File: src/rtl/cpu_pkg.sv
// cpu_pkg: opcodes, FSM states and datapath select encodings
// shared by the main control FSM and the ALU decoder.
package cpu_pkg;

  typedef enum logic [2:0] {
    S_FETCH  = 3'd0,
    S_DECODE = 3'd1,
    S_EXEC   = 3'd2,
    S_MEM    = 3'd3,
    S_WB     = 3'd4,
    S_TRAP   = 3'd5
  } state_e;

  typedef enum logic [1:0] {
    ALU_ADD  = 2'd0,
    ALU_SUB  = 2'd1,
    ALU_FUNC = 2'd2
  } alu_op_e;

  typedef enum logic [1:0] {
    PC_INC = 2'd0,
    PC_BR  = 2'd1,
    PC_REG = 2'd2
  } pc_src_e;

  localparam logic [4:0] OP_AND  = 5'b00000;
  localparam logic [4:0] OP_OR   = 5'b00001;
  localparam logic [4:0] OP_XOR  = 5'b00010;
  localparam logic [4:0] OP_ADD  = 5'b00011;
  localparam logic [4:0] OP_SUB  = 5'b00100;
  localparam logic [4:0] OP_CMP  = 5'b00101;
  localparam logic [4:0] OP_JR   = 5'b00110;
  localparam logic [4:0] OP_ANDI = 5'b00111;
  localparam logic [4:0] OP_ADDI = 5'b01000;
  localparam logic [4:0] OP_LW   = 5'b01001;
  localparam logic [4:0] OP_SW   = 5'b01011;
  localparam logic [4:0] OP_BEQ  = 5'b01100;
  localparam logic [4:0] OP_LUI  = 5'b01110;

  // Register/ALU group occupies the low contiguous range.
  function automatic logic op_legal(input logic [4:0] op);
    return (op <= OP_ADDI) || (op == OP_LW) ||
           (op == OP_SW) || (op == OP_BEQ) ||
           (op == OP_LUI);
  endfunction

  function automatic logic op_imm(input logic [4:0] op);
    return (op == OP_ANDI) || (op == OP_ADDI) ||
           (op == OP_LW) || (op == OP_SW) ||
           (op == OP_LUI);
  endfunction

endpackage

File: src/rtl/main_ctrl_fsm_if.sv
// main_ctrl_fsm_if: memory request/ready handshake
// between the control FSM (master) and memory (slave).
interface main_ctrl_fsm_if;

  logic mem_req;
  logic mem_we;
  logic mem_ready;

  modport master (
    output mem_req,
    output mem_we,
    input  mem_ready
  );

  modport slave (
    input  mem_req,
    input  mem_we,
    output mem_ready
  );

endinterface

File: src/rtl/main_ctrl_fsm.sv
// main_ctrl_fsm: multi-cycle CPU control FSM.
// MAIN_CTRL_RETIRE_CNT_EN enables the retired-instruction counter.
module main_ctrl_fsm
  import cpu_pkg::*;
#(
  parameter int CNT_W = 16
) (
  input  logic             clk,
  input  logic             rst_n,
  input  logic             run,
  input  logic [4:0]       opcode,
  input  logic             zero,
  main_ctrl_fsm_if.master  mem,
  output logic [1:0]       alu_op,
  output logic             ir_write,
  output logic             pc_write,
  output logic             reg_write,
  output logic [1:0]       pc_src,
  output logic             alu_src_imm,
  output logic             mem_to_reg,
  output logic [2:0]       state_o,
  output logic             illegal,
  output logic [CNT_W-1:0] retired
);

  state_e  state_q, state_d;
  logic    illegal_q, illegal_d;
  logic    retire;
  logic    is_ls, is_br;
  logic    mem_req, mem_we;
  alu_op_e alu_op_c;
  pc_src_e pc_src_c;

  assign is_ls = (opcode == OP_LW) ||
                 (opcode == OP_SW);
  assign is_br = (opcode == OP_BEQ) ||
                 (opcode == OP_JR) ||
                 (opcode == OP_CMP);

  // Next state and retire event
  always_comb begin
    state_d = state_q;
    retire  = 1'b0;
    unique case (state_q)
      S_FETCH: begin
        if (run && mem.mem_ready)
          state_d = S_DECODE;
      end
      S_DECODE: begin
        state_d = op_legal(opcode) ? S_EXEC : S_TRAP;
      end
      S_EXEC: begin
        unique case (1'b1)
          is_ls: state_d = S_MEM;
          is_br: begin
            state_d = S_FETCH;
            retire  = 1'b1;
          end
          default: state_d = S_WB;
        endcase
      end
      S_MEM: begin
        if (mem.mem_ready) begin
          if (opcode == OP_SW) begin
            state_d = S_FETCH;
            retire  = 1'b1;
          end else begin
            state_d = S_WB;
          end
        end
      end
      S_WB: begin
        state_d = S_FETCH;
        retire  = 1'b1;
      end
      S_TRAP:  state_d = S_TRAP;
      default: state_d = S_FETCH;
    endcase
    illegal_d = illegal_q | (state_d == S_TRAP);
  end

  // State and sticky trap flag
  always_ff @(posedge clk or negedge rst_n) begin
    if (!rst_n) begin
      state_q   <= S_FETCH;
      illegal_q <= 1'b0;
    end else begin
      state_q   <= state_d;
      illegal_q <= illegal_d;
    end
  end

  // Strobes decoded from state; forced low while reset is held
  always_comb begin
    mem_req     = 1'b0;
    mem_we      = 1'b0;
    ir_write    = 1'b0;
    pc_write    = 1'b0;
    reg_write   = 1'b0;
    alu_src_imm = 1'b0;
    mem_to_reg  = 1'b0;
    alu_op_c    = ALU_ADD;
    pc_src_c    = PC_INC;
    if (rst_n) begin
      unique case (state_q)
        S_FETCH: begin
          if (run) begin
            mem_req = 1'b1;
            if (mem.mem_ready) begin
              ir_write = 1'b1;
              pc_write = 1'b1;
            end
          end
        end
        S_EXEC: begin
          unique case (1'b1)
            is_ls:               alu_op_c = ALU_ADD;
            (opcode == OP_BEQ):  alu_op_c = ALU_SUB;
            default:             alu_op_c = ALU_FUNC;
          endcase
          alu_src_imm = op_imm(opcode);
          if (opcode == OP_BEQ && zero) begin
            pc_write = 1'b1;
            pc_src_c = PC_BR;
          end
          if (opcode == OP_JR) begin
            pc_write = 1'b1;
            pc_src_c = PC_REG;
          end
        end
        S_MEM: begin
          mem_req = 1'b1;
          mem_we  = (opcode == OP_SW);
        end
        S_WB: begin
          reg_write  = 1'b1;
          mem_to_reg = (opcode == OP_LW);
        end
        default: ;
      endcase
    end
  end

  assign mem.mem_req = mem_req;
  assign mem.mem_we  = mem_we;
  assign alu_op      = alu_op_c;
  assign pc_src      = pc_src_c;
  assign state_o     = state_q;
  assign illegal     = illegal_q;

`ifdef MAIN_CTRL_RETIRE_CNT_EN
  logic [CNT_W-1:0] retired_q, retired_d;

  // Wrapping count of completed instructions
  always_comb begin
    retired_d = retired_q;
    if (retire)
      retired_d = retired_q + 1'b1;
  end

  // Counter register
  always_ff @(posedge clk or negedge rst_n) begin
    if (!rst_n)
      retired_q <= '0;
    else
      retired_q <= retired_d;
  end

  assign retired = retired_q;
`else
  logic unused_retire;
  assign unused_retire = retire;
  assign retired = '0;
`endif

endmodule

File: src/flat_wrapper.sv
// flat-port wrapper written by rule: the top's interface ports become plain ports
module main_ctrl_fsm_flat import cpu_pkg::*;
#(
  parameter int CNT_W = 16
)
  (clk, rst_n, run, opcode, zero, alu_op, ir_write, pc_write, reg_write, pc_src, alu_src_imm, mem_to_reg, state_o, illegal, retired, mem_mem_req, mem_mem_we, mem_mem_ready);
  main_ctrl_fsm_if mem_i ();
  input  logic clk;
  input  logic rst_n;
  input  logic run;
  input  logic [4:0] opcode;
  input  logic zero;
  output logic [1:0] alu_op;
  output logic ir_write;
  output logic pc_write;
  output logic reg_write;
  output logic [1:0] pc_src;
  output logic alu_src_imm;
  output logic mem_to_reg;
  output logic [2:0] state_o;
  output logic illegal;
  output logic [CNT_W-1:0] retired;
  output wire logic [$bits(mem_i.mem_req)-1:0] mem_mem_req;
  output wire logic [$bits(mem_i.mem_we)-1:0] mem_mem_we;
  input wire logic [$bits(mem_i.mem_ready)-1:0] mem_mem_ready;
  assign mem_mem_req = mem_i.mem_req;
  assign mem_mem_we = mem_i.mem_we;
  assign mem_i.mem_ready = mem_mem_ready;
  main_ctrl_fsm #(.CNT_W(CNT_W)) u_core (.clk(clk), .rst_n(rst_n), .run(run), .opcode(opcode), .zero(zero), .mem(mem_i), .alu_op(alu_op), .ir_write(ir_write), .pc_write(pc_write), .reg_write(reg_write), .pc_src(pc_src), .alu_src_imm(alu_src_imm), .mem_to_reg(mem_to_reg), .state_o(state_o), .illegal(illegal), .retired(retired));
endmodule
File: config.mk
export PLATFORM = sky130hd
export DESIGN_NAME = main_ctrl_fsm_flat
export DESIGN_NICKNAME = d
export VERILOG_FILES = /design/src/rtl/cpu_pkg.sv /design/src/rtl/main_ctrl_fsm_if.sv /design/src/rtl/main_ctrl_fsm.sv /design/src/flat_wrapper.sv
export SDC_FILE = /design/constraint.sdc
export NUM_CORES = 1
export LEC_CHECK = 0
export ABC_AREA = 1
export ABC_CLOCK_PERIOD_IN_PS = 1300
export CORE_UTILIZATION = 34
export CTS_CLUSTER_SIZE = 10
export DETAILED_ROUTE_END_ITERATION = 7
export PLACE_DENSITY_LB_ADDON = 0.12
export SYNTH_ARGS = -nofsm -noshare
export SYNTH_HDL_FRONTEND = slang
export SYNTH_SLANG_ARGS = --single-unit
File: constraint.sdc
create_clock -name clk -period 1.3 [get_ports clk]
set_clock_uncertainty 0.05 [all_clocks]
set_input_delay 0.26 -clock clk [delete_from_list [all_inputs] [get_ports clk]]
set_output_delay 0.26 -clock clk [all_outputs]
set_load 0.005 [all_outputs]
==> results of run 1 <==
[through the flow]
stage / TNS, ns / util (%) / worst slack (ns)
2_1_floorplan: 0 / - / 0.009433
3_3_place_gp: -10.19 / 62.22 / -0.8806
3_5_place_dp: -10.49 / 62.22 / -0.9393
4_1_cts: -3.429 / 76.11 / -0.3428
5_1_grt: -4.988 / 76.90 / -0.4229
6_report: -3.968 / 76.90 / -0.3676
[worst max-delay path, delay by kind of cell, from the launching register on]
kind	cells	cell delay, ns
AO/OA/AOI/OAI	1	0.09
AND/OR/NAND/NOR	3	0.30
buffers and inverters	3	0.37
flip-flops	1	0.38
[logic make-up (layout without fill, tap and decap cells)]
logic type,Yosys count,in the layout,synth area share [%]
buffers and inverters,29,79,28.30
DFF,4,4,16.77
other,1,16,0.6283
and+or+nand+nor,56,56,48.85
AOI/OAI and AO/OA,6,6,5.449
[repair_timing]
action	in CTS	in global routing
hold endpoints to repair	0	0
setup endpoints to repair	19	17
resized for setup	115	11
setup buffers	13	3
cloned	0	0
pin swaps	24	11
[area by class of cell]
cell class | count | area, um^2
clock buffers | 3 | 22.52
fillers | 117 | 364.1
inverters | 13 | 48.80
multi-input cells | 78 | 524.3
flip-flops and latches | 4 | 100.1
well taps | 16 | 20.02
repair buffers | 63 | 496.7
[power by group through the flow]
stage          Clock (W)  Combinational [W]  Sequential [W]
3_5_place_dp           0           0.000112        0.000127
3_3_place_gp           0           0.000111        0.000127
2_1_floorplan          0          0.0000780        0.000127
4_1_cts         0.000159           0.000130        0.000125
5_1_grt         0.000169           0.000146        0.000125
6_report        0.000154           0.000133        0.000125
[placed cells by master (no fill, tap or decap)]
cell             count
clkdlybuf4s15_2      1
nor2_1               6
nor3_2               3
buf_4               27
nand4_1              1
dfrtp_1              4
nor2_4               7
a21oi_2              1
dlygate4sd2_1        3
conb_1              16
or2_2                1
nand3_1              3
clkdlybuf4s15_1      1
clkbuf_4             3
inv_1                7
inv_2                6
nand3_2              9
nor4_2               1
buf_2               15
nand2_1             10
nand2_2              9
nor3_4               1
nand3_4              1
buf_6               13
clkdlybuf4s50_1      2
o21ai_1              2
o21ai_2              1
nand2_4              2
nor2_2               2
clkbuf_2             1
a31oi_1              2
[registers in the layout (all words and copies together) (netlist names)]
| signal | count |
|---|---|
| u_core.state_o | 3 |
| u_core.illegal | 1 |
[routing by layer]
metal / up-vias / global-route usage, %
met2: 37 / 48.66
met3: 3 / 5.000
met4: 0 / 7.879
met1: 392 / 24.05
met5: - / 0
li1: 405 / -
[how the worst max path moves through the flow]
stage	to	cells after the start	slack [ns]	start
after floorplan	pc_write	5	0.009	u_core.state_o[1]
after global placement	pc_src[0]	8	-0.88	opcode[4]
after CTS	alu_src_imm	6	-0.34	u_core.state_o[0]
after detailed placement	pc_src[0]	8	-0.94	opcode[4]
after global routing	pc_write	7	-0.42	u_core.state_o[1]
final	pc_write	7	-0.37	u_core.state_o[1]
==> flow_metrics.tcl, run 1 <==
set metrics [dict create \
    ys_seq_area_share_pct 16.77 \
    critical-path-slowest-cell "dfrtp_1" \
    grt_pass1_wl_um 3498 \
    yosysWarnings 0 \
    drv_cap 0 \
    dr.pass1.iters 8 \
    die_w_um 43.90 \
    place_inst 160 \
    p_int_w 0.0002875 \
    power_w 0.0004126 \
    nets 173 \
    syn_inst 96 \
    synth_edf_count 0 \
    vias 837 \
    leakagePower_nw 0.6405 \
    synthMostInstantiatedCell "nand2_1" \
    stdcell_area_um2 1212 \
    p_comb_share_pct 32.3 \
    vias_per_cell 4.729 \
    syn2layout_area_growth_pct 103.1 \
    timing.final.ws_setup_ns -0.3676 \
    syn_area_um2 596.8 \
    p_sw_w 0.0001252 \
    finalNonFillerCells 177 \
    grt_max_degree 6 \
    synth_cell_type_count 19 \
    cts.htree.levels 1 \
    core_um2 1577 \
    drtAntennaViolNets 0 \
    max_stage_delay_ns 0.38 \
    arrival_ns 1.36 \
    fin_crit_ns 1.668 \
    cpMostUsedCell "nand2_2" \
    dr_wl_met2_um 1218 \
    worstHoldPathType "in2async" \
    seqPwrFrac_pct 30.3 \
    rrSetupSlack_ns -0.26 \
    highest_layer "met4" \
    crit_fanout 4 \
    worstRegToRegCells 13 \
    root_buffer "clkbuf_4" \
    peakVddDrop_uv 324.2 \
    max_freq_mhz 599.7 \
    yosys-top-cells-count "nand2_1 (18), buf_4 (16), inv_1 (10)" \
    p_per_area_nw_per_um2 340.3 \
    status "finished with violations" \
    rsz0062_at_grt "true" \
    worst-endpoint-required_ns 0.99 \
    totalWireLength_um 2086 \
    clkSlewWorstSetupHoldPaths_ns 0.04 \
    numCtsBuffers 3 \
    synth.avg_cell_area_um2 6.217 \
    synth_area_leader_cell "buf_4" \
    reg2reg_from "u_core.state_o[1]" \
    clockBufferDepth 2 \
    drive_above_1_share_pct 64.60 \
    p_sw_share_pct 30.33 \
    drtIter0Drc 14 \
    portBuffers 24 \
    end_kind "output port" \
    antenna_cells 0 \
    crit_type "reg2out" \
    start_kind "flip-flop" \
    r2r_end "u_core.illegal" \
    finalCritPeriodShare_pct 128.3 \
    num_rows 14 \
    ys_async_sr_fraction_pct 100.0 \
    drc 4 \
    drv_slew 0 \
    wl_met1_um 768 \
    dr_wl_met3_um 85 \
    netlist_top_cells_area "buf_4 (20%), dfrtp_1 (17%), nand2_1 (11%), nand3_1 (7.5%), nand3_2 (6.7%)" \
    finalWeightedCongestion 0.8312 \
    start_util_pct 37.86 \
    dieArea_um2 1927 \
    clkPwrFrac_pct 37.4 \
    worstPathCellList "inv_2 -> nand2_2 -> nor2_4 -> nand2_2 -> buf_6 -> a21oi_2 -> buf_2" \
    grt_pass1_vias 885 \
    hold-worst-slack_ns 0.06427 \
    grt_overflow_total 0 \
    grt_use_total_pct 24.19 \
    setup_viol 16 \
    antenna_found_initial 0 \
    wl_per_cell_um 11.79 \
    cts_num_sinks 4 \
    synth_flop_cell "dfrtp_1" \
    cts_tree "done" \
    die_y_um 43.90 \
    hold_violations 0 \
    dp_hpwl_um 1308 \
    ys_ff_latch 4 \
    insertion_delay_ns 0.24 \
    place_area_um2 980.9 \
    violations "DRC, setup timing" \
    synth_top_area_share_pct 20.13 \
    ios 41 \
    ctsHoldBuffers 0 \
]
Power figures use the tool's default switching activity.
==> run 2, diff against run 1 <==
--- a/config.mk
+++ b/config.mk
@@ -8,6 +8,7 @@
 export ABC_AREA = 1
 export ABC_CLOCK_PERIOD_IN_PS = 1300
 export CORE_UTILIZATION = 34
+export CTS_CLUSTER_DIAMETER = 40
 export CTS_CLUSTER_SIZE = 10
 export DETAILED_ROUTE_END_ITERATION = 7
 export PLACE_DENSITY_LB_ADDON = 0.12
==> results of run 2 <==
No change in the layout: final DEF, timing and power equal those of run 1.
